`config.mk`:
```
export PLATFORM = sky130hd
export DESIGN_NAME = overlay_compositor
export DESIGN_NICKNAME = d
export VERILOG_FILES = /design/src/rtl/chess_video_pkg.sv /design/src/rtl/blink_timer.sv /design/src/rtl/overlay_compositor.sv
export SDC_FILE = /design/constraint.sdc
export NUM_CORES = 1
export LEC_CHECK = 0
export ABC_CLOCK_PERIOD_IN_PS = 2050
export BUFFER_PORTS_ARGS = -buffer_cell sky130_fd_sc_hd__clkbuf_2
export CELL_PAD_IN_SITES_DETAIL_PLACEMENT = 2
export CELL_PAD_IN_SITES_GLOBAL_PLACEMENT = 2
export CORE_UTILIZATION = 26
export CTS_CLUSTER_DIAMETER = 100
export DETAILED_ROUTE_END_ITERATION = 10
export GPL_ROUTABILITY_DRIVEN = 0
export GPL_TIMING_DRIVEN = 0
export HOLD_SLACK_MARGIN = 0.02
export PLACE_DENSITY = 0.77
export SLEW_MARGIN = 20
export SYNTH_ARGS = -nofsm -noshare
export SYNTH_HDL_FRONTEND = slang
export SYNTH_SLANG_ARGS = --single-unit
```
`constraint.sdc`:
```
create_clock -name vga_clk -period 2.05 [get_ports vga_clk]
set_clock_uncertainty 0.1 [all_clocks]
set_input_delay 0.1025 -clock vga_clk [delete_from_list [all_inputs] [get_ports vga_clk]]
set_output_delay 0.1025 -clock vga_clk [all_outputs]
set_load 0.01 [all_outputs]
```
`src/rtl/chess_video_pkg.sv`:
```
// Shared types for the chess video path: pixel colour, layer identifiers and
// the encoding of the turn-indicator blink state.
package chess_video_pkg;

  typedef logic [11:0] rgb12_t;

  localparam rgb12_t KEY_COLOR_DEFAULT = 12'hF0F;

  typedef enum logic [1:0] {
    L_BOARD  = 2'd0,
    L_PIECE  = 2'd1,
    L_HILITE = 2'd2,
    L_TURN   = 2'd3
  } layer_e;

  // Encoded so that the state bit is the visibility flag itself.
  typedef enum logic {
    HID = 1'b0,
    VIS = 1'b1
  } blink_state_e;

endpackage

```
`src/rtl/blink_timer.sv`:
```
// Frame-counting blink timer: toggles turn-layer visibility every BLINK_FRAMES
// vsync falling edges while blink_en is high, and holds it visible otherwise.
module blink_timer
  import chess_video_pkg::*;
#(
  parameter int BLINK_FRAMES = 30
) (
  input  logic vga_clk,
  input  logic rst_n,
  input  logic vsync_in,
  input  logic blink_en,
  output logic blink_vis
);

  localparam logic [7:0] LAST_FRAME = 8'(BLINK_FRAMES - 1);

  blink_state_e state, state_next;
  logic [7:0]   frame_cnt, frame_cnt_next;
  logic         vsync_prev;
  logic         fe;

  assign fe        = vsync_prev & ~vsync_in;
  assign blink_vis = (state == VIS);

  always_ff @(posedge vga_clk or negedge rst_n) begin
    if (!rst_n) begin
      state      <= VIS;
      frame_cnt  <= 8'd0;
      vsync_prev <= 1'b1;
    end else begin
      state      <= state_next;
      frame_cnt  <= frame_cnt_next;
      vsync_prev <= vsync_in;
    end
  end

  // Disabling wins over a coincident frame edge so the layer is steady at once.
  always_comb begin
    state_next     = state;
    frame_cnt_next = frame_cnt;
    if (!blink_en) begin
      state_next     = VIS;
      frame_cnt_next = 8'd0;
    end else if (fe) begin
      if (frame_cnt == LAST_FRAME) begin
        frame_cnt_next = 8'd0;
        state_next     = (state == VIS) ? HID : VIS;
      end else begin
        frame_cnt_next = frame_cnt + 8'd1;
      end
    end
  end

endmodule

```
`src/rtl/overlay_compositor.sv`:
```
// Merges board, piece, highlight and turn-indicator layers into one registered
// RGB444 pixel with colour-key transparency, fixed priority and aligned syncs.
module overlay_compositor
  import chess_video_pkg::*;
#(
  parameter int     BLINK_FRAMES = 30,
  parameter rgb12_t KEY_COLOR    = KEY_COLOR_DEFAULT
) (
  input  logic         vga_clk,
  input  logic         rst_n,
  input  logic         blank,
  input  logic         hsync_in,
  input  logic         vsync_in,
  input  logic         blink_en,
  input  logic [11:0]  board_rgb,
  input  logic         piece_on,
  input  logic [11:0]  piece_rgb,
  input  logic         hilite_on,
  input  logic [11:0]  hilite_rgb,
  input  logic         turn_on,
  input  logic [11:0]  turn_rgb,
  output logic [3:0]   red,
  output logic [3:0]   green,
  output logic [3:0]   blue,
  output logic         hsync_out,
  output logic         vsync_out,
  output logic         active_out,
  output layer_e       win_layer
);

  logic   blink_vis;
  logic   piece_opq, hilite_opq, turn_opq;
  rgb12_t mix_rgb;
  layer_e mix_layer;

  blink_timer #(
    .BLINK_FRAMES(BLINK_FRAMES)
  ) u_blink (
    .vga_clk  (vga_clk),
    .rst_n    (rst_n),
    .vsync_in (vsync_in),
    .blink_en (blink_en),
    .blink_vis(blink_vis)
  );

  assign piece_opq  = piece_on  && (piece_rgb  != KEY_COLOR);
  assign hilite_opq = hilite_on && (hilite_rgb != KEY_COLOR);
  assign turn_opq   = turn_on   && (turn_rgb   != KEY_COLOR) && blink_vis;

  // Board is the fallback and is never keyed out.
  always_comb begin
    mix_rgb   = board_rgb;
    mix_layer = L_BOARD;
    if (turn_opq) begin
      mix_rgb   = turn_rgb;
      mix_layer = L_TURN;
    end else if (hilite_opq) begin
      mix_rgb   = hilite_rgb;
      mix_layer = L_HILITE;
    end else if (piece_opq) begin
      mix_rgb   = piece_rgb;
      mix_layer = L_PIECE;
    end
  end

  always_ff @(posedge vga_clk or negedge rst_n) begin
    if (!rst_n) begin
      red        <= 4'd0;
      green      <= 4'd0;
      blue       <= 4'd0;
      hsync_out  <= 1'b1;
      vsync_out  <= 1'b1;
      active_out <= 1'b0;
      win_layer  <= L_BOARD;
    end else begin
      red        <= blank ? mix_rgb[11:8] : 4'd0;
      green      <= blank ? mix_rgb[7:4]  : 4'd0;
      blue       <= blank ? mix_rgb[3:0]  : 4'd0;
      hsync_out  <= hsync_in;
      vsync_out  <= vsync_in;
      active_out <= blank;
      win_layer  <= mix_layer;
    end
  end

endmodule

```
==> results of run 1 <==
-- registers in the layout, summed over array words and instances (netlist names) --
signal and cells:
hsync_out 1, active_out 1, win_layer 2, red 4
green 4, blue 4, u_blink.vsync_prev 1, u_blink.blink_vis 1
u_blink.frame_cnt 8
-- cell usage after synthesis (all sizes together) (2+ instances only) --
master	count	share of area [%]
o21ai	9	2.8
a21oi	5	1.6
o41ai	2	2.3
a31oi	3	1.2
and2	6	2.4
a221oi	10	5.5
nand2b	5	2.0
xnor2	4	2.2
or3b	2	1.1
nor2	8	1.9
o311ai	2	1.1
mux2	3	2.1
ha	2	1.6
o32ai	5	2.8
nand4b	4	2.2
nand2	21	5.0
nand4	3	1.2
buf	4	2.0
mux2i	2	1.3
o31ai	2	0.94
o41a	2	1.5
o2bb2ai	3	1.7
nand3	5	1.6
dfrtp	23	36
inv	8	1.9
dfstp	3	5.0
-- layout by cell type (no fill, tap or decap), types with 6 or more instances in the layout --
cell,synthesis,layout
dlygate4sd3_1,1,19
inv_1,8,8
dfrtp_1,23,23
clkbuf_2,0,73
a221oi_1,10,10
nor2_1,8,8
and2_1,6,6
nand2_1,21,21
o21ai_0,9,8
-- power groups by stage --
| stage | clock (mW) | sequential [mW] | combinational, mW |
|---|---|---|---|
| 2_1_floorplan | 0 | 0.575 | 0.106 |
| 3_3_place_gp | 0 | 0.563 | 0.256 |
| 3_5_place_dp | 0 | 0.564 | 0.262 |
| 4_1_cts | 0.463 | 0.555 | 0.291 |
| 5_1_grt | 0.475 | 0.558 | 0.319 |
| 6_report | 0.448 | 0.555 | 0.288 |
-- worst min-delay path by stage --
stage / cells past startpoint / start / slack (ps) / to
2_1_floorplan: 0 / rst_n / -290 / active_out$_DFF_PN0_
3_3_place_gp: 1 / rst_n / 70 / u_blink.frame_cnt[0]$_DFFE_PN0P_
3_5_place_dp: 1 / rst_n / 80 / u_blink.frame_cnt[2]$_DFFE_PN0P_
4_1_cts: 3 / hilite_rgb[8] / 30 / red[0]$_DFF_PN0_
5_1_grt: 3 / hilite_rgb[8] / 40 / red[0]$_DFF_PN0_
6_report: 3 / hilite_rgb[8] / 30 / red[0]$_DFF_PN0_
-- routing by layer --
layer / part of all wire, % / track usage [%] / vias up
met5: 0 / 0 / -
met1: 43 / 22.9 / 868
li1: - / - / 822
met2: 51 / 36.7 / 53
met4: 1.0 / 5.36 / 0
met3: 4.7 / 2.61 / 4
-- worst min-delay path: stages --
cell and delay, ps:
clkbuf_2 100, nor2_1 100, o32ai_1 80
-- final cells by class --
type                            count  area [um2]  area share, %
Clock inverter                      1        30.0           1.31
Sequential cell                    26         654           28.5
Buffer                              5        41.3           1.80
Clock buffer                        3        41.3           1.80
Tap cell                           75        93.8           4.08
Multi-Input combinational cell    124         863           37.5
Inverter                            8        30.0           1.31
Timing Repair Buffer               91         546           23.7
-- through the flow --
stage | hold WS [ps] | total power, mW | cells | cell area (um2) | util, %
CTS | 33.2 | 1.31 | 334 | 2300 | 38.8
floorplan | -293 | 0.681 | 164 | 1590 | -
global placement | 69.2 | 0.820 | 312 | 2050 | 34.6
global route | 37.9 | 1.35 | 333 | 2300 | 38.8
detailed placement | 77.8 | 0.827 | 312 | 2050 | 34.6
finish | 34.5 | 1.29 | 333 | 2300 | 38.8
-- kinds of logic after synthesis --
group,after synthesis,synth area share (%)
AND/OR/NAND/NOR,62,21.3
multiplexers,5,3.39
flip-flops,26,41.2
XOR/XNOR,4,2.20
adder cells (fa/ha/maj),2,1.57
buffers and inverters,14,4.72
AO/OA/AOI/OAI,51,25.6
-- timing repair --
action,in CTS,in global routing
endpoints found under the hold margin,38,0
setup endpoints to repair,4,6
hold buffers,18,0
resized for setup,1,1
pin swaps,0,1
==> key figures, run 1 <==
Synthesis
  – Synth Instances: 164
  – Number of library cell types mapped by synthesis: 48
  – EDFF count, synth: 0
  – Post-synthesis sequential area ratio: between 40% and 50%
  – Most used DFF post-synth: dfrtp_1
  – Avg Cell Area, Syn: ~9.7 um2
  – Syn nets: 223
  – Yosys warns: 0
  – Asr flop ratio synth: 100%
  – Flops & latches, synth: 26
  – Post-Synthesis Cell Area: 1590 um2

Layout
  – Fillers: about 700
  – Nets: 318
  – Layout cells sized above 1: between 30 and 40%
  – Area grow syn2layout: 44.7%
  – Ant. Diodes: 0

Setup path
  – Largest stage delay on the critical path: 810 ps
  – Worst r2r src: u_blink.frame_cnt[2]$_DFFE_PN0P_
  – Worst R2R Setup Slack: ~220 ps
  – Crit-path cells: dlygate4sd3_1, clkbuf_2, dlygate4sd3_1, inv_1, a221oi_1
  – Crit-path slowest cell: dlygate4sd3_1
  – CP top delay family: buffers and inverters
  – Crit Path Class: in2reg
  – Crit path to: green[1]$_DFF_PN0_
  – Critical Path Most Common Cell: dlygate4sd3_1
  – Critical path buffer and inverter count: 4
  – Worst path depth: 5
  – Worst Setup Start Kind: primary input
  – Reg2reg path depth: 4
  – Reg-to-reg endpoint: u_blink.frame_cnt[0]$_DFFE_PN0P_
  – Crit path from: blank
  – Crit path DAT: between 1500 and 2000 ps
  – Worst EP required: around 2100 ps
  – Kind of end point of the critical path: register
  – Worst Path Max Fanout: 10

Floorplanning
  – Initial core utilization: a little over a quarter
  – Chip Width: ~80 um
  – Die area: approximately 6400 um2
  – Height of the die: about 80 um
  – Cell Rows: 28
  – Boundary pin count: 74
  – Placeable Area: a little under 6000 um2

Clock network
  – Total CTS buffers: 3
  – CTS sink count: 26
  – Longest Clk Path Bufs: 2
  – CTS root buf: clkbuf_8
  – CTS HTree Levels: 1
  – Worst skew pair latency: 280 ps
  – Post-CTS Setup Inserts: 0
  – CTS tree: done
  – Clk pin slew, worst setup/hold paths: ~100 ps

Pwr
  – Flop pwr share: ~43%
  – Sw Pwr: between 0.3 and 0.4 mW
  – Power Density: ~560 nW/um2
  – Net Sw Frac: approximately 27%
  – Pint: 0.939 mW
  – Comb pwr share: between 20% and 30%
  – P_leak: between 1 and 1.5 nW
  – Peak supply drop: 0.000378 V
  – Clock Power Share: about a third

Detailed routing
  – DRC: 0
  – Per-cell routed wire length: 17.6 um
  – Vias/cell: 5.25
  – Routed WL: just under 6 mm
  – Via count: approximately 1700
  – Initial drt markers: 35
  – First-pass iteration count of the detailed router: 4
  – Antenna-violating nets left: 0

Global routing
  – Grt total ovfl: 0
  – Vias in the first global route: ~1900
  – GRT Overall Usage: 19.5%
  – Initial antenna violation count: 0
  – First-pass GRT wire length: roughly 9.4 mm
  – Maximum number of pins on one net before global-route repair: 27

Hold path
  – HP Class: in2reg

Timing
  – # setup viols final: 0
  – Final min period: between 1500 and 2000 ps
  – Final Hold Violating Endpoints: 0
  – FMAX: ~530 MHz
  – Setup WS post-layout: 159 ps
  – Setup TNS Final: 0 ps
  – Rel. slew slack: roughly 46%
  – Worst-margin pin slew: around 800 ps
  – Max-slew violation count: 0
  – RSZ-0062 raised after global routing: false
  – Post-route clock period utilization: between 90% and 100%

Place
  – Port bufs: 73
  – HPWL after detailed placement: ~4.5 mm
  – Pre-CTS setup slack: -221 ps

Flow run
  – MaxCap Viol Count: 0

Outcome
  – Status: completed
Power figures use the tool's default switching activity.
==> inputs of run 2 (changes only) <==
Settings changed: CORE_MARGIN set to 8.
==> key figures, run 2 (synthesis gave the netlist of run 1 again) <==
Floorplanning
  – Die area: 8870 um2
  – Placeable Area: 5920 um2
  – Height of the die: about 94 um
  – Boundary pin count: 74
  – Chip Width: between 90 and 100 um
  – Initial core utilization: 26.8%
  – Cell Rows: 28

Detailed routing
  – DRC: 0
  – Per-cell routed wire length: around 19 um
  – Initial drt markers: 22
  – First-pass iteration count of the detailed router: 4
  – Via count: 1737
  – Antenna-violating nets left: 0
  – Routed WL: between 6 and 7 mm
  – Vias/cell: approximately 5.2

Layout
  – Largest register FFs: 8
  – Layout cells sized above 1: a little over a third
  – Nets: 318
  – Ant. Diodes: 0
  – Non-Filler Instances: between 300 and 400
  – Most frequent cells in the layout: 73 x clkbuf_2, 23 x dfrtp_1, 21 x nand2_1
  – Area grow syn2layout: 43.7%
  – Final Util: approximately two fifths
  – Commonest non-fill, non-tap cell in the layout: clkbuf_2
  – Design area: 2280 um2
  – Biggest register: u_blink.frame_cnt
  – Fillers: between 600 and 700

Timing
  – Max-slew violation count: 0
  – # setup viols final: 0
  – Rel. slew slack: between 40% and 50%
  – Final Hold Violating Endpoints: 0
  – Setup TNS Final: 0 ps
  – Setup WS post-layout: between 80 and 90 ps
  – Post-route clock period utilization: a little over nine tenths
  – Worst hold slack: 56.9 ps
  – RSZ-0062 raised after global routing: false
  – Worst-margin pin slew: approximately 770 ps
  – Final min period: a little under 2000 ps
  – FMAX: a little over 500 MHz

Setup path
  – Crit-path cells: clkbuf_2, or4b_1, buf_2, o41ai_4, a221oi_1, o32ai_1
  – Reg2reg path depth: 4
  – Worst EP required: between 2000 and 2500 ps
  – Worst Setup Start Kind: primary input
  – Crit-path slowest cell: o41ai_4
  – Kind of end point of the critical path: register
  – Worst Path Max Fanout: 9
  – Largest stage delay on the critical path: between 500 and 600 ps
  – Crit Path Class: in2reg
  – Crit path DAT: 2040 ps

Pwr
  – Peak supply drop: 0.000240 V
  – Tot Pwr: ~1.2 mW
  – Power Density: around 520 nW/um2
  – P_leak: 1.04 nW

Place
  – Pre-CTS setup slack: -187 ps
  – Placed insts: 312
  – Port bufs: 73
  – HPWL after detailed placement: ~5.1 mm
  – DP Area: between 2000 and 2500 um2

Flow run
  – MaxCap Viol Count: 0

Outcome
  – Status: completed

Clock network
  – CTS root buf: clkbuf_8
  – Total CTS buffers: 3
  – CTS tree: done
  – CTS HTree Levels: 1
  – Longest Clk Path Bufs: 2
  – Worst skew pair latency: 280 ps
  – CTS sink count: 26
  – Post-CTS Setup Inserts: 0
  – Clk pin slew, worst setup/hold paths: ~90 ps

Global routing
  – Initial antenna violation count: 0
  – First-pass GRT wire length: ~10 mm
  – Maximum number of pins on one net before global-route repair: 27
  – GRT Overall Usage: around 15%
  – Grt total ovfl: 0
  – Vias in the first global route: 2052

Hold path
  – HP Class: in2reg
  – Hold Crit Depth: 3
run 2: critical path, delay by kind of cell:
kind | cells | cell delay (ps)
simple gates | 1 | 500
compound gates | 3 | 1170
buf+inv | 2 | 260
run 2: final timing paths:
kind	from	to	slack [ps]
setup / recovery	piece_rgb[4]	red[2]$_DFF_PN0_	80
hold / removal	turn_rgb[0]	blue[0]$_DFF_PN0_	60
setup reg to reg	u_blink.frame_cnt[2]$_DFFE_PN0P_	u_blink.frame_cnt[0]$_DFFE_PN0P_	220
hold reg to reg	u_blink.frame_cnt[6]$_DFFE_PN0P_	u_blink.frame_cnt[6]$_DFFE_PN0P_	430
max in group asynchronous	rst_n	green[3]$_DFF_PN0_	1150
min in group asynchronous	rst_n	u_blink.frame_cnt[0]$_DFFE_PN0P_	280
run 2: timing repair:
action / CTS / global route
endpoints found under the hold margin: 38 / 0
setup endpoints to repair: 4 / 3
hold buffers: 18 / 0
gates resized for setup: 1 / 1
run 2: area by class of cell:
| cell class | instances | area [um2] | share of cell area, % |
|---|---|---|---|
| buffer | 5 | 41.3 | 1.81 |
| clock buffer | 4 | 55.1 | 2.41 |
| inverter | 8 | 30.0 | 1.32 |
| multi-input combinational | 124 | 863 | 37.8 |
| sequential | 26 | 654 | 28.7 |
| tap | 75 | 93.8 | 4.11 |
| timing repair buffer | 91 | 546 | 23.9 |
run 2: report_power, final:
part | switching, mW | leakage [nW] | internal (mW)
clock network | 0.170 | 0.0288 | 0.172
logic | 0.153 | 0.679 | 0.136
registers | 0.0132 | 0.329 | 0.542
run 2: metal layers:
metal  GRT usage [%]  part of all wire, %  wire (um)  up-vias
li1                -                    -          -      825
met1            16.9                   41       2580      845
met2            26.0                   51       3200       60
met3            4.32                  7.3        461        7
met4            3.83                  1.3         80        0
met5               0                    0          0        -
